### src/rtl/apb_rr_sequencer.sv
// Two-requester round-robin APB master.
// Arbitrates, then runs SETUP/ACCESS and returns done/rdata/err.
module apb_rr_sequencer #(
  parameter int ADDR_W  = 32,
  parameter int DATA_W  = 32,
  parameter int TIMEOUT = 16
) (
  input  logic              PCLK,
  input  logic              PRESET,
  input  logic [1:0]        req_valid,
  input  logic [1:0]        req_write,
  input  logic [ADDR_W-1:0] req_addr0,
  input  logic [DATA_W-1:0] req_wdata0,
  input  logic [ADDR_W-1:0] req_addr1,
  input  logic [DATA_W-1:0] req_wdata1,
  output logic [1:0]        req_grant,
  output logic [1:0]        req_done,
  output logic [DATA_W-1:0] req_rdata,
  output logic              req_err,
  output logic              PSEL,
  output logic              PENABLE,
  output logic              PWRITE,
  output logic [ADDR_W-1:0] PADDR,
  output logic [DATA_W-1:0] PWDATA,
  input  logic [DATA_W-1:0] PRDATA,
  input  logic              PREADY
);

  localparam int CW = (TIMEOUT > 0) ? $clog2(TIMEOUT + 1) : 1;

  typedef enum logic [1:0] {
    IDLE,
    SETUP,
    ACCESS
  } state_t;

  state_t            state_q, state_d;
  logic              owner_q, owner_d;
  logic              last_q, last_d;
  logic [CW-1:0]     cnt_q, cnt_d;
  logic              sel, tmo;
  logic              psel_d, pen_d, pwrite_d;
  logic [ADDR_W-1:0] paddr_d;
  logic [DATA_W-1:0] pwdata_d;
  logic [1:0]        grant_d, done_d;
  logic [DATA_W-1:0] rdata_d;
  logic              err_d;

  always_ff @(posedge PCLK) begin
    if (PRESET) begin
      state_q   <= IDLE;
      owner_q   <= 1'b0;
      last_q    <= 1'b1;
      cnt_q     <= '0;
      PSEL      <= 1'b0;
      PENABLE   <= 1'b0;
      PWRITE    <= 1'b0;
      PADDR     <= '0;
      PWDATA    <= '0;
      req_grant <= '0;
      req_done  <= '0;
      req_rdata <= '0;
      req_err   <= 1'b0;
    end else begin
      state_q   <= state_d;
      owner_q   <= owner_d;
      last_q    <= last_d;
      cnt_q     <= cnt_d;
      PSEL      <= psel_d;
      PENABLE   <= pen_d;
      PWRITE    <= pwrite_d;
      PADDR     <= paddr_d;
      PWDATA    <= pwdata_d;
      req_grant <= grant_d;
      req_done  <= done_d;
      req_rdata <= rdata_d;
      req_err   <= err_d;
    end
  end

  always_comb begin
    state_d  = state_q;
    owner_d  = owner_q;
    last_d   = last_q;
    cnt_d    = cnt_q;
    psel_d   = PSEL;
    pen_d    = PENABLE;
    pwrite_d = PWRITE;
    paddr_d  = PADDR;
    pwdata_d = PWDATA;
    grant_d  = '0;
    done_d   = '0;
    rdata_d  = '0;
    err_d    = 1'b0;
    // Contention goes to whoever did not finish last.
    sel = (req_valid == 2'b11) ? ~last_q : req_valid[1];
    tmo = (TIMEOUT != 0) &&
          ((32'(cnt_q) + 32'd1) >= 32'(TIMEOUT));
    unique case (state_q)
      IDLE: begin
        if (|req_valid) begin
          owner_d  = sel;
          paddr_d  = sel ? req_addr1 : req_addr0;
          pwdata_d = sel ? req_wdata1 : req_wdata0;
          pwrite_d = req_write[sel];
          psel_d   = 1'b1;
          pen_d    = 1'b0;
          grant_d  = sel ? 2'b10 : 2'b01;
          state_d  = SETUP;
        end
      end
      SETUP: begin
        pen_d   = 1'b1;
        state_d = ACCESS;
      end
      ACCESS: begin
        if (PREADY || tmo) begin
          psel_d  = 1'b0;
          pen_d   = 1'b0;
          done_d  = owner_q ? 2'b10 : 2'b01;
          err_d   = ~PREADY;
          rdata_d = (PREADY && !PWRITE) ? PRDATA : '0;
          last_d  = owner_q;
          cnt_d   = '0;
          state_d = IDLE;
        end else begin
          cnt_d = cnt_q + 1'b1;
        end
      end
      default: state_d = IDLE;
    endcase
  end

endmodule

### config.mk
export PLATFORM = sky130hd
export DESIGN_NAME = apb_rr_sequencer
export DESIGN_NICKNAME = d
export VERILOG_FILES = /design/src/rtl/apb_rr_sequencer.sv
export SDC_FILE = /design/constraint.sdc
export NUM_CORES = 1
export LEC_CHECK = 0
export ABC_AREA = 1
export BUFFER_PORTS_ARGS = -buffer_cell sky130_fd_sc_hd__buf_2
export CAP_MARGIN = 20
export CORE_MARGIN = 5
export CORE_UTILIZATION = 40
export DETAILED_ROUTE_END_ITERATION = 16
export GPL_TIMING_DRIVEN = 0
export PLACE_DENSITY = 0.83
export SETUP_SLACK_MARGIN = 0.3
export SYNTH_ARGS = -nofsm -noshare
export SYNTH_HDL_FRONTEND = slang
export SYNTH_SLANG_ARGS = --single-unit
### constraint.sdc
create_clock -name PCLK -period 1.5 [get_ports PCLK]
set_input_delay 0.15 -clock PCLK [delete_from_list [all_inputs] [get_ports PCLK]]
set_output_delay 0.15 -clock PCLK [all_outputs]
set_load 0.01 [all_outputs]
==> results.md, run 1 <==
* Layout cell share with drive strength beyond 1 at 0.494
* CTS clock-pin slew for the worst setup and hold paths at 60 ps
* RD Place Congestion at 0.848
* Setup TNS at 0 ps
* Post-Syn Area per Cell at 7.95 sq um
* Number of antenna-violating nets in the routed design at 0
* Worst setup margin at 71.0 ps
* Number of diodes at 0
* Reg2Reg Setup Slack at 70 ps
* Total GRT Usage at 0.314
* Reg2Reg Depth at 8
* Fillers at 425
* Wirelength per Cell at 20.4 microns
* Final worst path period need at 1430 ps
* Initial DRC Count at 482
* CTS Sinks at 113
* Synth Register Bits at 113
* Row count at 37
* Worst hold start: PRESET
* Netlist cell types at 27
* Min Hold Slack at 101 ps
* Sink of the worst hold path: state_q[1]
* Number of CTS-inserted buffers at 17
* Hold Path Depth at 4
* CP max stage cell: dfxtp_2
* Pins Over Slew Limit at 0
* Multi-input gate area at 2280 sq um
* Number of antenna violations at the first check in global routing at 0
* First-pass GRT wire length at 31,900 microns
* RSZ-0062 raised after global routing: true
* DRT Wirelength at 23,700 microns
* Area grow syn2layout at 117%
* Max-cap viol count at 0
* Worst skew pair latency at 490 ps
* Total number of vias at 6,189
* Worst slew pin tran at 752 ps
* H-tree depth at 4
* Peak VDD IR at 0.000673 V
* Worst Hold Class: primary input to flip-flop
* CP max stage delay at 360 ps
* Post-synth net total at 700
* Crit path cell chain: inv_2 > buf_4 > nor2_4 > inv_2 > nor2_4 > nand2_4 > buf_8 > nor2_1
* Outcome: finished clean
* Largest net degree at the start of global routing at 17
* Worst setup EP type: flip-flop
* CTS Buffer Depth at 2
* Die height at 113 microns
* Critical Path RT at 1910 ps
* # setup viols final at 0
* Reg2reg start: state_q[1]
* Final core utilization at 0.891
* Worst setup startpoint: state_q[1]
* First-pass DRT Iterations at 8
* Clock root cell: clkbuf_8
* Achievable frequency at 700 MHz
* PortBufs at 270
* Yosys warns at 0
* # IOs at 271
* Final Hold Fails at 0
* Power Dens Cells at 1060 nW/um^2
* Gr ovfl total at 0
* Die area at 12,700 sq um
* Core ar. at 10,300 sq um
* Maximum fanout along the worst path at 8
* Routed vias/inst at 5.34
* DIE WIDTH at 113 microns
* Worst r2r dst: req_rdata[27]
* Nets at 1,179
* Mapped Area at 4230 sq um
* CP Launch Type: flip-flop
* Initial Util at 0.410
* Share of the yosys chip area belonging to registers at 0.535
* Pre-CTS WS at 160 ps
* Arr. time, crit path at 1840 ps
* Detail Placement HPWL at 9950 microns
* Syn Inst Count at 532
* Final Cycle Share at 0.953
* Total power at 9.78 mW
* Sequential standard cell area at 2270 sq um
* Clock Skews at 11.1 ps
* CTS tree: built
* Max_slew headroom at 0.499
* # DRC at 0
* Vias in the first global route at 6,485
* Leak pwr at 4.65 nW
* Crit Path Category: flip-flop to flip-flop
## metrics by stage
stage | cell area [sq um] | std cells
CTS | 8410 | 1154
global placement | 5750 | 938
finish | 9190 | 1160
detailed placement | 5750 | 938
global route | 9190 | 1160
floorplan | 4230 | 532
## area by class of cell
| class | instances | share of cell area |
|---|---|---|
| Timing Repair Buffer | 460 | 0.365 |
| Sequential cell | 113 | 0.247 |
| Buffer | 31 | 0.0376 |
| Inverter | 43 | 0.0189 |
| Clock inverter | 15 | 0.0199 |
| Multi-Input combinational cell | 345 | 0.248 |
| Tap cell | 136 | 0.0185 |
| Clock buffer | 17 | 0.0450 |
## registers in the layout, summed over array words and instances (netlist names), 2 cells and up
name and flops:
state_q 2, PADDR 32, cnt_q 5, req_rdata 32, PWDATA 32, req_done 2, req_grant 2
## synthesized netlist by cell type
library cell / number / area (sq um)
buf_8: 1 / 15.0
nor2_1: 43 / 161
nand3_1: 35 / 175
nand4_1: 1 / 6.26
inv_2: 6 / 22.5
nor2_2: 2 / 12.5
xor2_1: 2 / 17.5
o21ai_1: 2 / 10.0
buf_6: 7 / 78.8
buf_2: 13 / 65.1
ha_1: 1 / 12.5
inv_1: 36 / 135
nor3_1: 1 / 5.00
o21a_1: 1 / 7.51
a31oi_1: 36 / 225
nand3_2: 3 / 30.0
nand2_1: 168 / 631
xnor2_1: 1 / 8.76
o21ai_0: 35 / 175
clkbuf_1: 4 / 15.0
inv_4: 1 / 6.26
nand2_2: 9 / 56.3
o22ai_1: 1 / 6.26
nand2_4: 1 / 11.3
buf_4: 6 / 45.0
dfxtp_1: 113 / 2260
nor2_4: 3 / 33.8
## cell families after synthesis
family	Yosys count	synth area share
xor gates and xnor gates	3	0.00621
DFF	113	0.535
adders and majority gates	1	0.00296
and+or+nand+nor	266	0.265
AOI/OAI and AO/OA	75	0.100
buffers and inverters	74	0.0905
## per-layer routing
metal  vias to the layer above  part of all wire  track usage
li1                       2674                 -            -
met1                      2881              0.33        0.308
met2                       458              0.51        0.567
met3                       176             0.077       0.0818
met4                         0             0.082        0.228
met5                         -                 0            0
## critical path: cells and delay by family (launching register included)
kind / cells / cell delay (ps)
buf+inv: 4 / 440
flops: 1 / 360
simple gates: 4 / 540
## cell usage in the layout, fill, tap and decap left out, types with 13 or more instances in the layout
| cell type | Yosys | layout |
|---|---|---|
| buf_2 | 13 | 270 |
| dlygate4sd3_1 | 0 | 164 |
| nand2_1 | 168 | 141 |
| dfxtp_1 | 113 | 103 |
| inv_1 | 36 | 36 |
| a31oi_1 | 36 | 33 |
| o21ai_2 | 0 | 29 |
| nor2_4 | 3 | 25 |
| nand3_2 | 3 | 22 |
| clkbuf_16 | 0 | 20 |
| nand2_2 | 9 | 18 |
| nand2_4 | 1 | 17 |
| buf_6 | 7 | 17 |
| buf_4 | 6 | 16 |
| nand3_1 | 35 | 15 |
| nor2_1 | 43 | 13 |
## how the worst max path moves through the flow
stage	cells after the start	slack (ps)	to
after global placement	9	170	cnt_q[2]
after floorplan	9	330	cnt_q[0]
after global routing	10	-0.3	PADDR[15]
after CTS	10	200	PADDR[15]
final	8	70	req_rdata[27]
after detailed placement	9	160	cnt_q[3]
## report_power, final
part / switching, mW / total (mW) / internal, mW
Clock: 1.53 / 4.08 / 2.55
Combinational: 1.10 / 2.24 / 1.14
Sequential: 0.202 / 3.45 / 3.25
Total: 2.84 / 9.78 / 6.94
## what timing repair did
item / in CTS / in global routing
resized for setup: 99 / 173
gates cloned: 6 / 4
endpoints found under the hold margin: 101 / 0
pin swaps: 10 / 23
hold buffers: 164 / 0
buffers inserted: 14 / 2
setup endpoints to repair: 103 / 115
No activity file was read; power rests on OpenSTA's default activity.
==> run 2, diff against run 1 <==
CORE_UTILIZATION = 38   (was 40)
clock period = 1.16 ns   (was 1.5 ns; I/O delays follow)
==> run 2 against run 1 <==
Compared with the run above:
- the flow now finishes with violations (hold timing, setup timing)
- total power increased by 40%
- critical path depth increased by 1
- global-route usage decreased by 1.2 points
- critical path type unchanged
- highest routed layer unchanged
==> results.md, run 2 (synthesis gave the netlist of run 1 again) <==
* Outcome: finished with violations
* Failing checks: hold timing, setup timing
* Routed vias/inst at 5.48
* Number of antenna violations at the first check in global routing at 3
* H-tree depth at 4
* First-pass GRT wire length at 31,400 microns
* Core ar. at 10,900 sq um
* Hold Path Depth at 4
* DRT Wirelength at 28,200 microns
* Most frequent cells in the layout: buf_2 (192), dlygate4sd3_1 (164), nand2_1 (126)
* Critical Path RT at 1600 ps
* Wirelength per Cell at 23.4 microns
* Number of CTS-inserted buffers at 17
* Peak VDD IR at 0.00124 V
* Initial DRC Count at 590
* # IOs at 271
* Largest net degree at the start of global routing at 17
* Worst skew pair latency at 510 ps
* Final Hold Fails at 2
* Initial Util at 0.389
* Multi-input gate area at 2220 sq um
* Max-cap viol count at 0
* Worst slew pin tran at 707 ps
* Sequential standard cell area at 2370 sq um
* Die area at 13,300 sq um
* Layout cell share with drive strength beyond 1 at 0.587
* # DRC at 0
* RD Place Congestion at 0.798
* CTS Sinks at 113
* Gr ovfl total at 0
* Clock Skews at 14.2 ps
* Final worst path period need at 1520 ps
* # setup viols final at 112
* Arr. time, crit path at 1950 ps
* Die height at 116 microns
* Worst setup margin at -358 ps
* Worst hold start: PREADY
* CP Launch Type: flip-flop
* Detail Placement HPWL at 9790 microns
* First-pass DRT Iterations at 5
* CTS clock-pin slew for the worst setup and hold paths at 70 ps
* Reg2Reg Depth at 9
* Crit Path Category: flip-flop to flip-flop
* Reg2reg start: state_q[0]
* Vias in the first global route at 6,222
* DIE WIDTH at 116 microns
* Maximum fanout along the worst path at 6
* PortBufs at 270
* CTS tree: built
* Worst r2r dst: PADDR[18]
* Row count at 38
* Largest registers: PADDR: 32 flops, PWDATA: 32 flops, req_rdata: 32 flops
* Final Cycle Share at 1.31
* Final core utilization at 0.924
* Worst Hold Class: primary input to flip-flop
* Total number of vias at 6,595
* Setup TNS at -26,040 ps
* Commonest non-fill, non-tap cell in the layout: buf_2
* Power Dens Cells at 1360 nW/um^2
* Clock root cell: clkbuf_8
* Fillers at 348
* Leak pwr at 4.91 nW
* Achievable frequency at 659 MHz
* CTS Hold Bufs at 164
* Number of antenna-violating nets in the routed design at 0
* Sink of the worst hold path: state_q[1]
* Reg2Reg Setup Slack at -360 ps
* Max_slew headroom at 0.529
* Total GRT Usage at 0.302
* Pins Over Slew Limit at 0
* Nets at 1,208
* Area grow syn2layout at 138%
* RSZ-0062 raised after global routing: true
* Min Hold Slack at -55.8 ps
* CTS Buffer Depth at 2
* Worst setup EP type: flip-flop
[run 2: cell types whose count changed in the layout (fill, tap and decap cells not counted), sizes merged]
cell and delta:
buf +28, clkbuf +3, diode +11, clkinv -2, bufinv +1, clkinvlp -1
[run 2: worst max-delay path: stages (launching register included)]
cell and delay, ps:
dfxtp_2 350, inv_2 80, nand2_2 80, nor2_4 220
nand2_4 110, nor2_4 130, buf_12 150, buf_8 130
nand2_4 50, nand3_2 130
[run 2: what timing repair did]
item / 4_1_cts / 5_1_grt
gates resized for setup: 180 / 202
endpoints found under the setup margin: 216 / 217
setup buffers: 16 / 24
hold endpoints to repair: 101 / 2
pin swaps: 29 / 25
cloned: 10 / 5
[run 2: area by class of cell]
type / instances / share of cell area
timing repair buffer: 489 / 0.407
sequential: 113 / 0.236
multi-input combinational: 345 / 0.221
clock buffer: 19 / 0.0439
buffer: 31 / 0.0343
clock inverter: 13 / 0.0194
inverter: 43 / 0.0178
tap: 140 / 0.0174
antenna: 11 / 0.00274
[run 2: power by group]
part | switching [mW] | leakage [nW] | total [mW] | internal (mW)
clock | 2.17 | 0.303 | 5.82 | 3.65
combinational | 1.52 | 3.65 | 3.35 | 1.82
sequential | 0.285 | 0.958 | 4.54 | 4.25
total | 3.98 | 4.91 | 13.7 | 9.73
[run 2: per-layer routing]
layer	vias up	global-route usage	wire length [microns]
li1	2731	-	-
met1	3098	0.295	9150
met2	568	0.549	14300
met3	198	0.0930	2590
met4	0	0.196	2190
met5	-	0	0
[run 2: how the worst max path moves through the flow]
stage               startpoint        end
CTS                 state_q[1]  PADDR[13]
detailed placement  state_q[1]   PADDR[3]
finish              state_q[0]  PADDR[18]
floorplan           state_q[1]  PADDR[13]
global route        state_q[0]  PADDR[18]
global placement    state_q[1]   PADDR[5]
[run 2: metrics by stage]
stage               instances  worst slack, ps  area (sq um)  power, mW
floorplan                 532            -1.72          4310       5.29
detailed placement        942             -185          5830       6.07
CTS                      1164            -92.6          8960       12.6
global placement          942             -177          5830       6.04
global route             1196             -467         10000       14.0
finish                   1204             -358         10100       13.7
==> run 3, diff against run 2 <==
--- a/config.mk
+++ b/config.mk
@@ -11,4 +11,5 @@
 export CORE_MARGIN = 5
 export CORE_UTILIZATION = 38
+export CTS_CLUSTER_SIZE = 30
 export DETAILED_ROUTE_END_ITERATION = 16
 export GPL_TIMING_DRIVEN = 0
==> constraint.sdc (replaced) <==
create_clock -name PCLK -period 1.16 [get_ports PCLK]
set_input_delay 0.174 -clock PCLK [delete_from_list [all_inputs] [get_ports PCLK]]
set_output_delay 0.174 -clock PCLK [all_outputs]
set_load 0.01 [all_outputs]
==> run 3 against run 2 <==
Compared with the run above:
- critical endpoint is now last_q
- clock-buffer cell count unchanged
- non-clock buffer count up 7
- the run still ends with hold timing, setup timing left
- first-iteration DRC count up 11%
==> results.md, run 3 (synthesis gave the netlist of run 1 again) <==
* Outcome: finished with violations
* Failing checks: hold timing, setup timing
* DRT Wirelength at 28,000 microns
* Top Family by Delay on Critical Path: simple AND/OR/NAND/NOR gates
* Peak VDD IR at 0.000992 V
* Achievable frequency at 653 MHz
* Gr ovfl total at 0
* Crit path depth at 8
* Die height at 116 microns
* Reg2reg start: cnt_q[0]
* Total GRT Usage at 0.311
* # IOs at 271
* First-pass DRT Iterations at 5
* CTS Buffer Depth at 2
* Total number of vias at 6,667
* Crit Path Category: flip-flop to flip-flop
* Reg2Reg Depth at 8
* Worst r2r dst: last_q
* Pins Over Slew Limit at 0
* Largest registers: PADDR: 32 flops, PWDATA: 32 flops, req_rdata: 32 flops
* Min Hold Slack at -0.789 ps
* RSZ-0062 raised after global routing: true
* Number of antenna-violating nets in the routed design at 0
* Commonest non-fill, non-tap cell in the layout: buf_2
* Final instance area at 10,200 sq um
* Initial DRC Count at 654
* Hold Path Depth at 4
* Worst setup margin at -372 ps
* DIE WIDTH at 116 microns
* CP Buf/Inv Count at 0
* Number of CTS-inserted buffers at 17
* Maximum fanout along the worst path at 3
* Clock root cell: clkbuf_8
* Worst skew pair latency at 520 ps
* # setup viols final at 120
* Layout cell share with drive strength beyond 1 at 0.605
* Reg2Reg Setup Slack at -370 ps
* Area grow syn2layout at 142%
* CP Launch Type: flip-flop
* Final core utilization at 0.940
* PortBufs at 270
* Final worst path period need at 1530 ps
* Area of placed instances at 5830 sq um
* Core ar. at 10,900 sq um
* Sink of the worst hold path: cnt_q[1]
* Arr. time, crit path at 1880 ps
* CTS Sinks at 113
* RD Place Congestion at 0.798
* Final Cycle Share at 1.32
* Vias in the first global route at 6,412
* Die area at 13,300 sq um
* # DRC at 0
* Critical Path RT at 1510 ps
* Clock Skews at 12.9 ps
* Worst hold start: PREADY
* Detail Placement HPWL at 9790 microns
* H-tree depth at 4
* Initial Util at 0.389
* Leak pwr at 5.03 nW
* Most frequent cells in the layout: buf_2 (188), dlygate4sd3_1 (164), nand2_1 (123)
* Nets at 1,215
* Power Dens Cells at 1350 nW/um^2
* CTS clock-pin slew for the worst setup and hold paths at 60 ps
* CP max stage cell: dfxtp_2
* First-pass GRT wire length at 32,300 microns
* Wirelength per Cell at 23.1 microns
* Worst Hold Class: primary input to flip-flop
* CP max stage delay at 360 ps
* CTS tree: built
* Row count at 38
* Worst slew pin tran at 727 ps
* Final Hold Fails at 1
* Number of antenna violations at the first check in global routing at 3
* Max-cap viol count at 0
* Worst setup EP type: flip-flop
* Largest net degree at the start of global routing at 17
* Routed vias/inst at 5.51
* Crit path cell chain: ha_4 > nand2_1 > nor2_1 > nand2_1 > nand2_2 > nand2_4 > nand3_1 > nand3_1
* CTS Hold Bufs at 164
* Max_slew headroom at 0.515
==> run 3: cell count changes in the layout (fill, tap and decap cells not counted), sizes merged <==
cell,change
inv,+1
clkinv,-1
diode,-1
clkbuf,-2
buf,+9
==> run 3: metal layers <==
layer  GRT usage  share of wire  vias up
met5           0              0        -
met4       0.219          0.091        0
met3      0.0966          0.086      222
met2       0.564           0.49      590
met1       0.297           0.33     3105
li1            -              -     2750
==> run 3: worst reg2reg max path: cells and delay by family (launching register included) <==
family,cells,cell delay (ps)
DFF,1,360
adders and majority gates,1,170
and+or+nand+nor,7,840
==> run 3: final cells by class <==
cell class              count  area [sq um]
inverters                  43           174
well taps                 140           175
multi-input cells         345          2340
repair buffers            496          4150
diodes                     10          25.0
plain buffers              31           345
flip-flops and latches    113          2380
clock inverters            13           195
fillers                   315           653
clock buffers              19           442
==> run 3: stage by stage <==
step	power (mW)	worst slack, ps	setup TNS [ps]	instances	hold WS [ps]
floorplan	5.29	-1.72	-5.14	532	251
global placement	6.04	-177	-10860	942	373
detailed placement	6.07	-185	-10850	942	378
CTS	12.7	-107	-6100	1170	-41.5
global route	14.1	-438	-32070	1204	-1.69
finish	13.8	-372	-26310	1210	-0.789
==> run 3: how the worst max path moves through the flow <==
stage / slack [ps] / end / startpoint
global placement: -180 / PADDR[5] / state_q[1]
floorplan: -2 / PADDR[13] / state_q[1]
detailed placement: -180 / PADDR[3] / state_q[1]
finish: -370 / last_q / cnt_q[0]
CTS: -110 / PADDR[13] / state_q[1]
global route: -440 / last_q / cnt_q[0]
==> run 3: power breakdown <==
part	internal (mW)	switching (mW)	total, mW
Sequential	4.26	0.281	4.54
Combinational	1.89	1.58	3.47
Clock	3.65	2.19	5.83
==> run 3: timing repair <==
| item | CTS | global route |
|---|---|---|
| setup endpoints to repair | 216 | 217 |
| setup buffers | 21 | 27 |
| endpoints found under the hold margin | 101 | 2 |
| gates cloned | 11 | 3 |
| gates resized for setup | 189 | 228 |
| pin swaps | 30 | 20 |
